**src/rtl/wisc_pkg.sv**
```systemverilog
// Shared definitions for the WISC front end: default widths, the halt opcode,
// the reset PC and small helpers used to size and update counters.
package wisc_pkg;

  localparam int DWIDTH_DEF = 16;
  localparam int AWIDTH_DEF = 16;
  localparam logic [3:0]  HLT_OP       = 4'hF;
  localparam logic [15:0] RESET_PC_DEF = 16'h0000;

  typedef logic [31:0] perf_cnt_t;

  // Smallest r such that 2**r >= value (at least 1 so widths never collapse).
  function automatic int clog2(input int value);
    int r;
    r = 1;
    while ((1 << r) < value) begin
      r = r + 1;
    end
    return r;
  endfunction

  // Increment that sticks at all-ones instead of wrapping.
  function automatic perf_cnt_t sat_inc(input perf_cnt_t value);
    return (value == '1) ? value : value + 32'd1;
  endfunction

endpackage

```
**src/rtl/fetch_fifo.sv**
```systemverilog
// Synchronous DEPTH-entry FIFO with a flush input and an occupancy count.
// The head word is read straight from the storage registers, so an entry
// pushed on one edge is visible at the output from the next cycle on.
// Push while full is accepted only when a pop happens in the same cycle.
module fetch_fifo
  import wisc_pkg::*;
#(
  parameter int WIDTH = 32,
  parameter int DEPTH = 4
) (
  input  logic                      clk,
  input  logic                      rst,
  input  logic                      flush,
  input  logic                      push,
  input  logic [WIDTH-1:0]          push_data,
  input  logic                      pop,
  output logic [WIDTH-1:0]          head,
  output logic                      head_valid,
  output logic [clog2(DEPTH+1)-1:0] count
);

  localparam int CW = clog2(DEPTH + 1);
  localparam int PW = clog2(DEPTH);

  logic [WIDTH-1:0] mem_reg [DEPTH];
  logic [PW-1:0]    wr_ptr_reg, wr_ptr_next;
  logic [PW-1:0]    rd_ptr_reg, rd_ptr_next;
  logic [CW-1:0]    count_reg, count_next;
  logic             do_push, do_pop;

  function automatic logic [PW-1:0] ptr_inc(input logic [PW-1:0] p);
    return (p == PW'(DEPTH - 1)) ? '0 : p + 1'b1;
  endfunction

  assign do_pop  = pop && (count_reg != '0);
  assign do_push = push && !flush && ((count_reg != CW'(DEPTH)) || do_pop);

  // Next pointer/count values; a flush empties the queue outright.
  always_comb begin
    wr_ptr_next = wr_ptr_reg;
    rd_ptr_next = rd_ptr_reg;
    count_next  = count_reg;
    if (flush) begin
      wr_ptr_next = '0;
      rd_ptr_next = '0;
      count_next  = '0;
    end else begin
      if (do_push) wr_ptr_next = ptr_inc(wr_ptr_reg);
      if (do_pop)  rd_ptr_next = ptr_inc(rd_ptr_reg);
      count_next = count_reg + CW'(do_push) - CW'(do_pop);
    end
  end

  // Pointer and occupancy registers.
  always_ff @(posedge clk or negedge rst) begin
    if (!rst) begin
      wr_ptr_reg <= '0;
      rd_ptr_reg <= '0;
      count_reg  <= '0;
    end else begin
      wr_ptr_reg <= wr_ptr_next;
      rd_ptr_reg <= rd_ptr_next;
      count_reg  <= count_next;
    end
  end

  // Storage: each entry captures the push word when the write pointer selects it.
  for (genvar gi = 0; gi < DEPTH; gi++) begin : g_entry
    always_ff @(posedge clk) begin
      if (do_push && (wr_ptr_reg == PW'(gi))) begin
        mem_reg[gi] <= push_data;
      end
    end
  end

  assign head       = mem_reg[rd_ptr_reg];
  assign head_valid = (count_reg != '0);
  assign count      = count_reg;

endmodule

```
**src/rtl/fetch_unit.sv**
```systemverilog
// WISC instruction-fetch front end. Owns the PC, issues requests to
// instruction memory, keeps one tag (request PC) per outstanding request,
// buffers responses in a prefetch FIFO and hands {instr, pc} to decode.
// Redirects flush the FIFO and mark all still-outstanding responses for
// discard; fetching the halt opcode freezes the unit until reset.
// Optional build macro: FETCH_PERF_EN adds saturating request/redirect
// counters on perf_fetch_cnt/perf_flush_cnt (tied to zero otherwise).
module fetch_unit
  import wisc_pkg::*;
#(
  parameter int                DWIDTH   = DWIDTH_DEF,
  parameter int                AWIDTH   = AWIDTH_DEF,
  parameter int                DEPTH    = 4,
  parameter logic [AWIDTH-1:0] RESET_PC = AWIDTH'(RESET_PC_DEF),
  parameter int                PC_INC   = 2
) (
  input  logic              clk,
  input  logic              rst,
  output logic              imem_req_valid,
  input  logic              imem_req_ready,
  output logic [AWIDTH-1:0] imem_addr,
  input  logic              imem_rsp_valid,
  input  logic [DWIDTH-1:0] imem_rsp_data,
  output logic              instr_valid,
  input  logic              instr_ready,
  output logic [DWIDTH-1:0] instr,
  output logic [AWIDTH-1:0] instr_pc,
  input  logic              redirect,
  input  logic [AWIDTH-1:0] redirect_pc,
  output logic              hlt,
  output logic [AWIDTH-1:0] pc,
  output logic [31:0]       perf_fetch_cnt,
  output logic [31:0]       perf_flush_cnt
);

  localparam int CW = clog2(DEPTH + 1);
  localparam int EW = DWIDTH + AWIDTH;

  logic [AWIDTH-1:0] pc_reg, pc_next;
  logic [CW-1:0]     drop_reg, drop_next;
  logic              hlt_reg, hlt_next;

  logic [CW-1:0]     occupancy;
  logic [CW-1:0]     outstanding;
  logic [CW:0]       in_use;
  logic              credit_ok;
  logic [EW-1:0]     fifo_head;
  logic              fifo_valid;
  logic [AWIDTH-1:0] tag_head;
  logic              tag_valid;

  logic req_fire;
  logic rsp_ok;
  logic rsp_keep;
  logic deliver;
  logic redirect_take;
  logic halt_take;
  logic flush;

  // Slots already committed: buffered entries plus responses still owed.
  assign in_use    = {1'b0, occupancy} + {1'b0, outstanding};
  assign credit_ok = in_use < (CW + 1)'(DEPTH);

  // Request is held low while reset is asserted and during a redirect cycle.
  assign imem_req_valid = rst && !hlt_reg && !redirect && credit_ok;
  assign imem_addr      = pc_reg;
  assign req_fire       = imem_req_valid && imem_req_ready;

  // A response with no matching tag cannot belong to us and is ignored.
  assign rsp_ok   = imem_rsp_valid && tag_valid;

  assign instr       = fifo_head[AWIDTH +: DWIDTH];
  assign instr_pc    = fifo_head[AWIDTH-1:0];
  assign instr_valid = fifo_valid;
  assign deliver     = fifo_valid && instr_ready;

  assign redirect_take = redirect && !hlt_reg;
  assign halt_take     = deliver && (instr[DWIDTH-1 -: 4] == HLT_OP) && !hlt_reg;
  assign flush         = redirect_take || halt_take;

  // Keep a response only if nothing older than the last redirect is owed,
  // the unit is running and no flush is happening this cycle.
  assign rsp_keep = rsp_ok && (drop_reg == '0) && !hlt_reg && !flush;

  fetch_fifo #(
    .WIDTH (EW),
    .DEPTH (DEPTH)
  ) u_data_fifo (
    .clk        (clk),
    .rst        (rst),
    .flush      (flush),
    .push       (rsp_keep),
    .push_data  ({imem_rsp_data, tag_head}),
    .pop        (deliver),
    .head       (fifo_head),
    .head_valid (fifo_valid),
    .count      (occupancy)
  );

  // Tag queue: one PC per accepted request, consumed by every response
  // (kept or dropped), so its count is the outstanding-request count.
  fetch_fifo #(
    .WIDTH (AWIDTH),
    .DEPTH (DEPTH)
  ) u_tag_fifo (
    .clk        (clk),
    .rst        (rst),
    .flush      (1'b0),
    .push       (req_fire),
    .push_data  (pc_reg),
    .pop        (rsp_ok),
    .head       (tag_head),
    .head_valid (tag_valid),
    .count      (outstanding)
  );

  // Next PC, discard count and halt flag.
  always_comb begin
    pc_next   = pc_reg;
    drop_next = drop_reg;
    hlt_next  = hlt_reg | halt_take;
    if (redirect_take) begin
      pc_next = redirect_pc;
    end else if (req_fire) begin
      pc_next = pc_reg + AWIDTH'(PC_INC);
    end
    if (redirect_take) begin
      // Everything still owed after this cycle belongs to the old stream.
      drop_next = outstanding - CW'(rsp_ok);
    end else if (rsp_ok && (drop_reg != '0)) begin
      drop_next = drop_reg - 1'b1;
    end
  end

  // Control state registers.
  always_ff @(posedge clk or negedge rst) begin
    if (!rst) begin
      pc_reg   <= RESET_PC;
      drop_reg <= '0;
      hlt_reg  <= 1'b0;
    end else begin
      pc_reg   <= pc_next;
      drop_reg <= drop_next;
      hlt_reg  <= hlt_next;
    end
  end

  assign pc  = pc_reg;
  assign hlt = hlt_reg;

`ifdef FETCH_PERF_EN
  perf_cnt_t fetch_cnt_reg;
  perf_cnt_t flush_cnt_reg;

  // Saturating counts of accepted requests and accepted redirects.
  always_ff @(posedge clk or negedge rst) begin
    if (!rst) begin
      fetch_cnt_reg <= '0;
      flush_cnt_reg <= '0;
    end else begin
      if (req_fire)      fetch_cnt_reg <= sat_inc(fetch_cnt_reg);
      if (redirect_take) flush_cnt_reg <= sat_inc(flush_cnt_reg);
    end
  end

  assign perf_fetch_cnt = fetch_cnt_reg;
  assign perf_flush_cnt = flush_cnt_reg;
`else
  assign perf_fetch_cnt = '0;
  assign perf_flush_cnt = '0;
`endif

endmodule

```
**config.mk**
```make
export PLATFORM = sky130hd
export DESIGN_NAME = fetch_unit
export DESIGN_NICKNAME = d
export VERILOG_FILES = /design/src/rtl/wisc_pkg.sv /design/src/rtl/fetch_fifo.sv /design/src/rtl/fetch_unit.sv
export SDC_FILE = /design/constraint.sdc
export NUM_CORES = 1
export LEC_CHECK = 0
export ABC_CLOCK_PERIOD_IN_PS = 4100
export CAP_MARGIN = 20
export CORE_MARGIN = 4
export CORE_UTILIZATION = 53
export DETAILED_ROUTE_END_ITERATION = 16
export PLACE_DENSITY_LB_ADDON = 0.1
export SLEW_MARGIN = 0
export SYNTH_ARGS = -nofsm -noshare
export SYNTH_HDL_FRONTEND = slang
export SYNTH_HIERARCHICAL = 1
export SYNTH_SLANG_ARGS = --single-unit
```
**constraint.sdc**
```tcl
create_clock -name clk -period 4.1 [get_ports clk]
set_input_delay 0.82 -clock clk [delete_from_list [all_inputs] [get_ports clk]]
set_output_delay 0.82 -clock clk [all_outputs]
set_load 0.01 [all_outputs]
```
Yosys cells after proc, flatten, opt, wreduce, memory -nomap -nowiden
Memories as Yosys holds them, arrays and structs flattened. Index checks and enable logic that the tools add are counted.

Memories kept: 2. Output and inout port bits: 131. Word-level logic and storage cells: 131. RAM bits: 192. Register bits: 34.

Equal/unequal tests: 11. Bitwise operators: 1. Order comparisons: 1. Add/sub/neg operators: 12. Reduce and logical (&&, ||, !) cells: 48. Mux-type cells: 47.

Memories: u_data_fifo.mem_reg (depth 4, width 32, rd ports 1, clocked after Yosys merged registers in 0, wr ports 1, RTL line fetch_fifo.sv:25) `logic [WIDTH-1:0] mem_reg [DEPTH];`; u_tag_fifo.mem_reg (depth 4, width 16, rd ports 1, clocked after Yosys merged registers in 0, wr ports 1, RTL line fetch_fifo.sv:25).

Operators by type and width (number): $mux 32 (3); $reduce_or 32->1 (3); $mux 16 (5); $reduce_or 16->1 (3); $mux 2 (14); $logic_and 1x1->1 (26); $mux 1 (22); $add 16x2->16 const B (1); $eq 2x2->1 const B (6); $mux 3 (3); $reduce_bool 3->1 (3); $sub 3x1->3 (3); $add 2x1->2 const B (4); $reduce_bool 2->1 (4); $add 3x1->3 (2); $ne 3x3->1 const B (2); $add 3x3->4 (1); $eq 2x1->1 const B (2); $eq 4x4->1 const B (1); $logic_not 2->1 (2); $lt 4x3->1 const B (1); $logic_not 1->1 (3); $logic_not 3->1 (1); $logic_or 1x1->1 (3); 2 further kinds (2).

Longest topological paths before layout
Word-level depth: 16. Depth in mapped cells: 17. Depth with buffers taken out: 15.

Modules after synthesis
Netlist, hierarchy kept.

Modules (own cells, without submodules): fetch_fifo at u_data_fifo (times used 1, sequential area each 4018.9 um^2, cells an instance 215, area an instance 5112.4 um^2); fetch_fifo at u_tag_fifo (times used 1, sequential area each 2097.0 um^2, cells an instance 131, area an instance 2830.2 um^2); fetch_unit (times used 1, sequential area each 500.5 um^2, cells an instance 230, area an instance 1895.6 um^2).

Worst setup path before layout
OpenSTA, ideal clock, no wires.

Kind: input to register. Start point: in redirect. End point: reg u_tag_fifo.count_reg[2] (netlist: u_tag_fifo/count[2]). Arrival time: 3.504 ns. Slack: 0.477 ns. Path buffers: 2. Stages on the path: 14. Path through: or4b_4 > or4b_1 > buf_2 > clkbuf_1 > inv_1 > nor3b_2 > inv_1 > ha_1 > inv_1 > ha_1 > inv_1 > fa_1 > xnor2_1 > nor2_1.

Longest elaborated chain between the ends: 7.

Ends and longest elaborated chain: from (decl) (RTL line fetch_unit.sv:28) `input logic redirect,`; $logic_not 1->1 (RTL line fetch_unit.sv:65) `assign imem_req_valid = rst && !hlt_reg && !redirect && credit_ok;`; $logic_and 1x1->1 (2 in a row) (RTL line fetch_unit.sv:65); $logic_and 1x1->1 (RTL line fetch_unit.sv:67) `assign req_fire = imem_req_valid && imem_req_ready;`; via req_fire (RTL line fetch_unit.sv:52) `logic req_fire;`; $logic_and 1x1->1 (RTL line fetch_fifo.sv:36) `assign do_push = push && !flush && ((count_reg != CW'(DEPTH)) || do_pop);`; $add 3x1->3 (RTL line fetch_fifo.sv:50) `count_next = count_reg + CW'(do_push) - CW'(do_pop);`; $sub 3x1->3 (RTL line fetch_fifo.sv:50); via u_tag_fifo.count_next[2] (RTL line fetch_fifo.sv:28) `logic [CW-1:0] count_reg, count_next;`; to (signal assigned) (RTL line fetch_fifo.sv:63) `count_reg <= count_next;`; to (decl) (RTL line fetch_fifo.sv:28).

The timed path passes the listed nets, and every way through them passes these cells. A chain may end at the register's enable or synchronous reset.

Final worst setup path
Start point: reg u_data_fifo.rd_ptr_reg[0]. End point: reg u_data_fifo.count_reg[2] (netlist: u_data_fifo/count[2]).

Longest elaborated chain between the ends: 12.

Ends and longest elaborated chain: from (decl) (RTL line fetch_fifo.sv:27) `logic [PW-1:0] rd_ptr_reg, rd_ptr_next;`; from (signal assigned) (RTL line fetch_fifo.sv:62) `rd_ptr_reg <= rd_ptr_next;`; $mem_v2 4x32; $eq 4x4->1 (RTL line fetch_unit.sv:78) `assign halt_take = deliver && (instr[DWIDTH-1 -: 4] == HLT_OP) && !hlt_reg;`; $logic_and 1x1->1 (2 in a row) (RTL line fetch_unit.sv:78); $logic_or 1x1->1 (RTL line fetch_unit.sv:79) `assign flush = redirect_take || halt_take;`; $logic_not 1->1 (RTL line fetch_unit.sv:83) `assign rsp_keep = rsp_ok && (drop_reg == '0) && !hlt_reg && !flush;`; $logic_and 1x1->1 (RTL line fetch_unit.sv:83); via rsp_keep (RTL line fetch_unit.sv:54) `logic rsp_keep;`; $logic_and 1x1->1 (2 in a row) (RTL line fetch_fifo.sv:36); $add 3x1->3 (RTL line fetch_fifo.sv:50); $sub 3x1->3 (RTL line fetch_fifo.sv:50); $mux 3 (RTL line fetch_fifo.sv:43) `if (flush) begin`; via u_data_fifo.count_next[2] (RTL line fetch_fifo.sv:28); to (signal assigned) (RTL line fetch_fifo.sv:63); to (decl) (RTL line fetch_fifo.sv:28).

The timed path passes the listed nets, and every way through them passes these cells.

==> results.cfg <==
[status]
status = complete, no violations

[routing]
via_count = 5022
viasPerCell = 5.39
drtAntennaViolNets = 0
drtPass1Iterations = 4
wire_per_inst_microns = 18.8
drt_iter0_drc = 209
drc_errors = 0
routed_wirelength_microns = 17500

[cells_and_area]
layout_common_cells = edfxtp_1 (192), clkdlybuf4s50_1 (104), conb_1 (65)
final_common_cell = edfxtp_1
largest_reg_flops = 128
n_antenna_cell = 0
nets = 748
drive_gt1_frac = 0.164
syn_to_final_growth_pct = 17.2
fin_util = 0.637

[sta]
fin_worst_skew_ns = 0.0206
whs_ns = 0.596
fmax_ghz = 0.274
rsz0062_at_grt = no
fin_setup_tns_ns = 0
drv_slew = 0
worst_slew_pin_slew_ns = 0.795
min_period_ns = 3.66
timing.final.crit_share = 0.892
hold_viol_final = 0
max_slew_margin = 0.470
worst_slack_ns = 0.445
finalSetupViolCount = 0

[synth]
avgSynthCellArea_sq_um = 17.1
syn_area_sq_um = 9840
synth_cells = 576
ys_seq_elements = 226
async_reset_ff_frac = 0.150
ys_top_cells_by_area = edfxtp_1 (59%), mux4_2 (11%), dfrtp_1 (8.6%)
synth_edf_count = 192
yosys_most_used_dff = edfxtp_1
yosysTopAreaCell = edfxtp_1
synth_top_area_frac = 0.586
ys_seq_area_frac = 0.673
ys_types = 51
yosysWarnings = 6

[clock_tree]
cts_root_buf = clkbuf_16
cts_buffer_depth = 3
cts-buffers-inserted = 22
clock-sinks = 226
clk_pin_slew_ns = 0.06
postCtsSetupRepairBufs = 0
htreeDepth = 1
clkLatencyLatePin_ns = 0.50
cts_tree = yes

[global_route]
grt_use_total = 0.168
first_global_vias = 5217
antenna_found_initial = 0
grt_pass1_wl_microns = 27600
overflow = 0
grt_max_degree = 35

[critical_path]
cp.arrival_ns = 4.03
r2r_slack_ns = 0.44
cp.required_ns = 4.48
worst_setup_path_end_kind = register
cp_max_fo = 10
r2r_end = u_data_fifo/count[2]
reg2reg_depth = 15
r2r-start = u_data_fifo/rd_ptr_reg[0]
startpoint = u_data_fifo/rd_ptr_reg[0]
start_kind = register
critical_path_class = reg -> reg

[floorplan]
die_w_microns = 144
start_util = 0.544
core_sq_um = 18100
die_y_microns = 144
die_area_sq_um = 20800
pin_count = 169
num_rows = 49

[power]
ir_drop_mv = 0.343
p_leak_nw = 4.06
p_per_area_nw_per_um2 = 413
finalPower_mw = 4.76

[run]
maxCapViolCount = 0

[placement]
dp_slack_ns = 0.222
portBuffers = 104
place_hpwl_microns = 11500
gp_congestion = 0.757

[min_path]
min_path_cells = 2
holdPathEnd = drop_reg[2]
hold_class = reg -> reg
worstHoldStart = drop_reg[2]
per-stage QoR:
stage,std cells,instance area (sq um)
final,931,11500
after global routing,931,11500
after CTS,930,11500
after detailed placement,891,10800
after global placement,891,10800
after floorplan,640,10100
synth_stat cells (2+ instances only):
library cell / n
or4_1: 7
mux4_2: 48
buf_6: 4
inv_1: 22
ha_1: 21
buf_12: 2
a21oi_1: 3
and4_1: 2
nor2b_1: 4
xor2_1: 2
or3_1: 11
o31ai_2: 2
nor2_1: 23
nand2_1: 11
nand3_1: 11
nand4_1: 3
or2_2: 2
o21ai_0: 9
and2_1: 9
mux2i_1: 6
a31oi_1: 12
dfrtp_1: 34
o31ai_1: 6
nand2b_1: 3
edfxtp_1: 192
nor3_1: 4
buf_4: 80
a21oi_2: 2
clkbuf_1: 9
buf_2: 7
fa_1: 2
xnor2_1: 4
cells by family after synthesis:
logic type,synth area share
simple gates,0.0614
mux,0.119
buf+inv,0.0851
xor+xnor,0.00534
fa+ha+maj,0.0308
other cells,0.000381
compound gates,0.0258
flops,0.673
critical path: stages, from the launching register on:
cell and delay, ns:
dfrtp_2 0.51, mux4_2 0.55, nand4_1 0.15, nor2_1 0.08, or2_2 0.28, nor4_1 0.33
inv_1 0.14, nor3_2 0.27, inv_1 0.09, ha_1 0.28, inv_1 0.06, ha_1 0.13
inv_1 0.05, fa_1 0.38, xnor2_1 0.18, nor2_1 0.06
worst max path at each step:
stage	to	slack [ns]	cells past startpoint
6_report	u_data_fifo/count[2]	0.44	15
5_1_grt	u_data_fifo/count[2]	0.15	15
4_1_cts	u_data_fifo/count[2]	0.33	15
3_5_place_dp	u_tag_fifo/count[2]	0.22	13
3_3_place_gp	u_tag_fifo/count[2]	0.30	13
2_1_floorplan	u_tag_fifo/count[2]	0.48	14
per-layer routing:
layer | vias up | wire (microns) | GRT usage
met5 | - | 0 | 0
met3 | 27 | 825 | 0.0261
met2 | 159 | 8800 | 0.277
met1 | 2552 | 7620 | 0.240
li1 | 2284 | - | -
met4 | 0 | 303 | 0.0412
where the power goes:
group | leakage (nW) | total (mW) | internal [mW] | switching, mW
Sequential | 2.15 | 2.58 | 2.53 | 0.0514
Clock | 0.334 | 1.92 | 1.12 | 0.796
Combinational | 1.57 | 0.265 | 0.130 | 0.135
Total | 4.06 | 4.76 | 3.78 | 0.982
final cells by class:
cell class	instances	area, sq um
fill	1272	6560
tap	229	287
sequential	226	6620
inverter	22	82.6
clock buffer	28	573
multi-input combinational	290	2630
timing repair buffer	125	1220
clock inverter	11	119
timing repair:
| item | in CTS | in global routing |
|---|---|---|
| setup endpoints to repair | 0 | 1 |
| hold buffers | 0 | 0 |
| gates resized for setup | 0 | 1 |
(Power assumes the default switching activity.)
